`src/rtl/led_pkg.sv`:
```
// Shared definitions for the LED bar sequencer: mode encoding, default bar
// width and index-width helper.
package led_pkg;

    typedef enum logic [1:0] {
        MODE_SCAN  = 2'd0,
        MODE_FILL  = 2'd1,
        MODE_BLINK = 2'd2,
        MODE_OFF   = 2'd3
    } mode_t;

    localparam int LED_NUM_DEFAULT = 6;

    function automatic int led_idx_w(input int n);
        return (n > 1) ? $clog2(n) : 1;
    endfunction

    function automatic mode_t mode_succ(input mode_t m);
        case (m)
            MODE_SCAN:  return MODE_FILL;
            MODE_FILL:  return MODE_BLINK;
            MODE_BLINK: return MODE_OFF;
            default:    return MODE_SCAN;
        endcase
    endfunction

endpackage

```
`src/rtl/step_prescaler.sv`:
```
// Step-rate prescaler: counts to (div_base >> speed) - 1 while enabled and
// emits a single-cycle fire strobe on wrap; clear forces the count to 0.
module step_prescaler #(
    parameter int DIV_WIDTH = 24,
    parameter int DIV_BASE  = 2700000
) (
    input  logic       sys_clk,
    input  logic       sys_rst,
    input  logic       enable,
    input  logic       clear,
    input  logic [1:0] speed,
    output logic       fire
);

    localparam logic [DIV_WIDTH-1:0] BASE = DIV_WIDTH'(DIV_BASE);
    localparam logic [DIV_WIDTH-1:0] ONE  = DIV_WIDTH'(1);

    logic [DIV_WIDTH-1:0] count;
    logic [DIV_WIDTH-1:0] terminal;
    logic                 wrap;

    assign terminal = (BASE >> speed) - ONE;
    // >= rather than == so a speed increase that lowers the terminal below
    // the current count wraps on the next cycle instead of overrunning.
    assign wrap     = (count >= terminal);
    assign fire     = enable && !clear && wrap;

    always_ff @(posedge sys_clk or posedge sys_rst) begin
        if (sys_rst) begin
            count <= '0;
        end else if (clear) begin
            count <= '0;
        end else if (enable) begin
            count <= wrap ? '0 : count + ONE;
        end
    end

endmodule

```
`src/rtl/led_mode_sequencer.sv`:
```
// Four-mode pattern sequencer for the active-low LED bar (scan/fill/blink/off).
// Optional SCAN_TRAIL_EN adds a dim 25%-duty trail LED behind the scanner.
module led_mode_sequencer
    import led_pkg::*;
#(
    parameter int NUM_LEDS  = LED_NUM_DEFAULT,
    parameter int DIV_WIDTH = 24,
    parameter int DIV_BASE  = 2700000
) (
    input  logic                sys_clk,
    input  logic                sys_rst,
    input  logic                mode_next,
    input  logic                run,
    input  logic [1:0]          speed,
    output logic [NUM_LEDS-1:0] led,
    output logic [1:0]          mode,
    output logic                step
);

    localparam int IDX_W  = led_idx_w(NUM_LEDS);
    localparam int FILL_W = $clog2(NUM_LEDS + 1);

    localparam logic [IDX_W-1:0]    IDX_ONE  = IDX_W'(1);
    localparam logic [IDX_W-1:0]    IDX_LAST = IDX_W'(NUM_LEDS - 1);
    localparam logic [FILL_W-1:0]   FILL_ONE = FILL_W'(1);
    localparam logic [FILL_W-1:0]   FILL_MAX = FILL_W'(NUM_LEDS);
    localparam logic [NUM_LEDS-1:0] ONE_LED  = NUM_LEDS'(1);
    localparam logic [NUM_LEDS-1:0] ALL_ON   = {NUM_LEDS{1'b1}};

    mode_t               mode_q,     nxt_mode;
    logic [IDX_W-1:0]    index_q,    nxt_index;
    logic                dir_up_q,   nxt_dir_up;
    logic [FILL_W-1:0]   fill_q,     nxt_fill;
    logic                blink_on_q, nxt_blink_on;
    logic [NUM_LEDS-1:0] led_q,      nxt_led;
    logic [NUM_LEDS-1:0] scan_bits;
    logic                step_q;
    logic                fire;

    step_prescaler #(
        .DIV_WIDTH (DIV_WIDTH),
        .DIV_BASE  (DIV_BASE)
    ) u_prescaler (
        .sys_clk (sys_clk),
        .sys_rst (sys_rst),
        .enable  (run && (mode_q != MODE_OFF)),
        .clear   (mode_next),
        .speed   (speed),
        .fire    (fire)
    );

    // mode_next has priority; the prescaler suppresses fire on that cycle.
    always_comb begin
        nxt_mode     = mode_q;
        nxt_index    = index_q;
        nxt_dir_up   = dir_up_q;
        nxt_fill     = fill_q;
        nxt_blink_on = blink_on_q;
        if (mode_next) begin
            nxt_mode     = mode_succ(mode_q);
            nxt_index    = '0;
            nxt_dir_up   = 1'b1;
            nxt_fill     = '0;
            nxt_blink_on = 1'b1;
        end else if (fire) begin
            case (mode_q)
                MODE_SCAN: begin
                    if (dir_up_q) begin
                        nxt_index = index_q + IDX_ONE;
                        if (nxt_index == IDX_LAST) nxt_dir_up = 1'b0;
                    end else begin
                        nxt_index = index_q - IDX_ONE;
                        if (nxt_index == '0) nxt_dir_up = 1'b1;
                    end
                end
                MODE_FILL:  nxt_fill     = (fill_q == FILL_MAX) ? '0 : fill_q + FILL_ONE;
                MODE_BLINK: nxt_blink_on = !blink_on_q;
                default: ;
            endcase
        end
    end

`ifdef SCAN_TRAIL_EN
    logic [1:0]       pwm_q;
    logic [IDX_W-1:0] prev_q,  nxt_prev;
    logic             trail_q, nxt_trail;

    always_comb begin
        nxt_prev  = prev_q;
        nxt_trail = trail_q;
        if (mode_next) begin
            nxt_prev  = '0;
            nxt_trail = 1'b0;
        end else if (fire && (mode_q == MODE_SCAN)) begin
            nxt_prev  = index_q;
            nxt_trail = (index_q != nxt_index);
        end
    end

    always_ff @(posedge sys_clk or posedge sys_rst) begin
        if (sys_rst) begin
            pwm_q   <= 2'd0;
            prev_q  <= '0;
            trail_q <= 1'b0;
        end else begin
            pwm_q   <= pwm_q + 2'd1;
            prev_q  <= nxt_prev;
            trail_q <= nxt_trail;
        end
    end

    // led is registered, so light the trail on the edge that brings pwm to 0.
    always_comb begin
        scan_bits = ONE_LED << nxt_index;
        if (nxt_trail && (pwm_q == 2'd3)) scan_bits = scan_bits | (ONE_LED << nxt_prev);
    end
`else
    always_comb begin
        scan_bits = ONE_LED << nxt_index;
    end
`endif

    always_comb begin
        nxt_led = ALL_ON;
        case (nxt_mode)
            MODE_SCAN:  nxt_led = ~scan_bits;
            MODE_FILL:  nxt_led = ALL_ON << nxt_fill;
            MODE_BLINK: nxt_led = nxt_blink_on ? '0 : ALL_ON;
            default:    nxt_led = ALL_ON;
        endcase
    end

    always_ff @(posedge sys_clk or posedge sys_rst) begin
        if (sys_rst) begin
            mode_q     <= MODE_SCAN;
            index_q    <= '0;
            dir_up_q   <= 1'b1;
            fill_q     <= '0;
            blink_on_q <= 1'b1;
            led_q      <= ~ONE_LED;
            step_q     <= 1'b0;
        end else begin
            mode_q     <= nxt_mode;
            index_q    <= nxt_index;
            dir_up_q   <= nxt_dir_up;
            fill_q     <= nxt_fill;
            blink_on_q <= nxt_blink_on;
            led_q      <= nxt_led;
            step_q     <= fire;
        end
    end

    assign led  = led_q;
    assign mode = mode_q;
    assign step = step_q;

endmodule
```
`config.mk`:
```
export PLATFORM = sky130hd
export DESIGN_NAME = led_mode_sequencer
export DESIGN_NICKNAME = d
export VERILOG_FILES = /design/src/rtl/led_pkg.sv /design/src/rtl/step_prescaler.sv /design/src/rtl/led_mode_sequencer.sv
export SDC_FILE = /design/constraint.sdc
export NUM_CORES = 1
export LEC_CHECK = 0
export CORE_UTILIZATION = 28
export DETAILED_ROUTE_END_ITERATION = 10
export PLACE_DENSITY = 0.46
export SYNTH_ARGS = -nofsm -noshare
export SYNTH_HDL_FRONTEND = slang
export SYNTH_SLANG_ARGS = --single-unit
```
`constraint.sdc`:
```
create_clock -name sys_clk -period 4.5 [get_ports sys_clk]
set_clock_uncertainty 0.05 [all_clocks]
set_input_delay 0.9 -clock sys_clk [delete_from_list [all_inputs] [get_ports sys_clk]]
set_output_delay 0.9 -clock sys_clk [all_outputs]
set_load 0.01 [all_outputs]
```
==> run metrics <==
status=complete, no violations; floorplan row count=37; routed length per placed instance=14.0 um; Antenna Diode Count=0; crit path kind=input pin to register; Worst Max-Slew Pin Slew=0.875 ns; Mapped Cells=324; antenna violations before repair=0; Mapped Area=3030 um^2; CTS Hold Buffers Added=0; largest net degree at the start of global routing=42; design area=3460 um^2; unrepaired setup endpoints after global routing=no; vias in the first global route=2349; CTS H-Tree Depth=2; GR Overflow Total=0; Vias/cell=a little over 5; Final Hold Viols=0; ANT nets after route=0; yosys warns=0; max_slew headroom=41.6%; Final Power=1.10 mW; die width=106 um; Critical Path AT=4.05 ns; Worst path max stage delay=~0.48 ns; share of layout cells above drive strength 1=between 10% and 20%; Crit path top cell by count=ha_1; Synth top area share=28.1%; NumNets Final=385; Syn Nets=365; Worst-path clk slew=0.08 ns; Setup TNS=0 ns; register area share after synthesis=between 30 and 40%; Top Ports=15; Hold Path Class=register to register; max-slew violations=0; PostCTS Resize Cnt=0; Post-synth ARST share=100%; LEAKAGE=between 1.5 and 2 nW; combinational power share=between 30% and 40%; count leader, synth=ha_1; switching pwr=around 0.36 mW; fin crit share=86.6%; Max-Cap Viols=0; root buf cell=clkbuf_8; Top FF cell, synth=dfrtp_1; Layout area overhead=14.1%; minimum clock period=3.90 ns; via count=2421; Distinct cells, synth=61; CORE AREA=10400 um^2; Synth top cells by count=ha_1 (35), dfrtp_1 (34), o21ai_0 (31), nand2_1 (26), nor2_1 (26); P_int=roughly 0.74 mW; total global-route track usage=13.0%; share of power burned in registers=41.0%; CP Max Fanout=6; Fin Hold WS=0.461 ns; Avg Cell Area, Syn=slightly above 9 um^2; initial core utilization=29.1%; Seq cells post-synth=41; top post-synthesis cells by area=dfrtp_1 (28%), ha_1 (14%), dfstp_2 (6.1%); Clock Latency Late Sink=0.30 ns; CTS Buffer Depth=2; post-synth top area cell=dfrtp_1; Slowest cell on crit path=clkdlybuf4s50_1; cell chain of the critical path=clkdlybuf4s50_1 > inv_1 > ha_1 > ha_1 > or3b_4 > a211oi_2 > a221o_2 > o2bb2ai_1 > mux2i_1 > nand3_1 > o2111ai_1; Port-buffer cells=14; CTS Buf Count=5; dpl hpwl=about 5.1 mm; peak supply drop=0.145 mV; Sw Ratio=32.5%; Clock Sinks=41; CTS tree=done; Final setup viols=0; first-pass GRT wire length=11.6 mm; final cell count without fillers=481; DRT iter0 DRCs=92; Die Ht=106 um; Placed Instance Area=3350 um^2; Pwr per Cell Area=317 nW/um^2; number of flops mapped to enable cells by yosys=0; RD Place Congestion=between 0.7 and 0.8; dpl cells=473; Worst setup EP type=register; die area=11200 um^2; Post-CTS Setup Bufs=0; crit start category=input pin; DR pass1 iterations=4; Post-Route WL=around 6.7 mm; Required @ worst endpoint=4.66 ns; fmax=0.257 GHz; clock share of power=27.0%; DRC=0
## layout by cell type (no fill, tap or decap), types with 9 or more instances in the layout
| cell type | count |
|---|---|
| dfrtp_1 | 34 |
| nor2_1 | 26 |
| clkdlybuf4s50_1 | 14 |
| ha_1 | 35 |
| inv_1 | 22 |
| nand3_1 | 13 |
| nand2_1 | 26 |
| o31ai_1 | 9 |
| o21ai_0 | 31 |
| and3_1 | 9 |
## power by group through the flow
stage | combinational (mW) | sequential (mW) | clock [mW]
floorplan | 0.210 | 0.468 | 0
global placement | 0.355 | 0.457 | 0
detailed placement | 0.354 | 0.458 | 0
CTS | 0.356 | 0.451 | 0.311
global route | 0.394 | 0.456 | 0.323
finish | 0.350 | 0.450 | 0.296
## sequential cells by signal (all words and copies together) (netlist names)
name	cells
step	1
blink_on_q	1
u_prescaler.count	24
mode	2
led	6
index_q	3
dir_up_q	1
fill_q	3
## critical path, delay by kind of cell
kind / cells / cell delay [ns]
adder cells (fa/ha/maj): 2 / 0.66
AO/OA/AOI/OAI: 4 / 0.91
AND/OR/NAND/NOR: 2 / 0.65
multiplexers: 1 / 0.35
buffers and inverters: 2 / 0.57
## routing by layer
metal / global-route usage, % / wire (um) / part of all wire, % / vias up
li1: - / - / - / 1224
met1: 16.8 / 3300 / 49 / 1165
met2: 22.2 / 3220 / 48 / 26
met3: 2.08 / 139 / 2.1 / 6
met4: 3.87 / 73 / 1.1 / 0
met5: 0 / 0 / 0 / -
## area by class of cell
type | instances | area [um^2]
Clock buffer | 6 | 72.6
Clock inverter | 2 | 35.0
Fill cell | 1110 | 6960
Inverter | 23 | 86.3
Multi-Input combinational cell | 251 | 1860
Sequential cell | 41 | 1030
Tap cell | 136 | 170
Timing Repair Buffer | 22 | 200
## metrics by stage
step	util, %	setup WS (ns)
floorplan	-	1.08
global placement	32.2	0.253
detailed placement	32.2	0.268
CTS	33.2	0.573
global route	33.2	0.359
finish	33.2	0.604
## cells by family after synthesis
group / after synthesis / synth area share, %
AO/OA/AOI/OAI: 85 / 21.8
XOR/XNOR: 10 / 2.89
adder cells (fa/ha/maj): 35 / 14.4
buffers and inverters: 32 / 4.50
flip-flops: 41 / 34.1
multiplexers: 5 / 1.69
AND/OR/NAND/NOR: 116 / 20.6
## final timing paths
kind                                                  start                                 to  slack (ns)  cells after the start
hold / removal             u_prescaler.count[1]$_DFFE_PP0P_   u_prescaler.count[1]$_DFFE_PP0P_        0.46                      2
setup reg to reg           u_prescaler.count[9]$_DFFE_PP0P_                   led[4]$_DFF_PP1_        1.70                      9
max in group asynchronous                           sys_rst   u_prescaler.count[4]$_DFFE_PP0P_        2.79                      2
min in group asynchronous                           sys_rst  u_prescaler.count[20]$_DFFE_PP0P_        1.04                      2
hold reg to reg            u_prescaler.count[1]$_DFFE_PP0P_   u_prescaler.count[1]$_DFFE_PP0P_        0.46                      2
setup / recovery                                   speed[0]                   led[2]$_DFF_PP1_        0.60                     11
(Power assumes the default switching activity.)
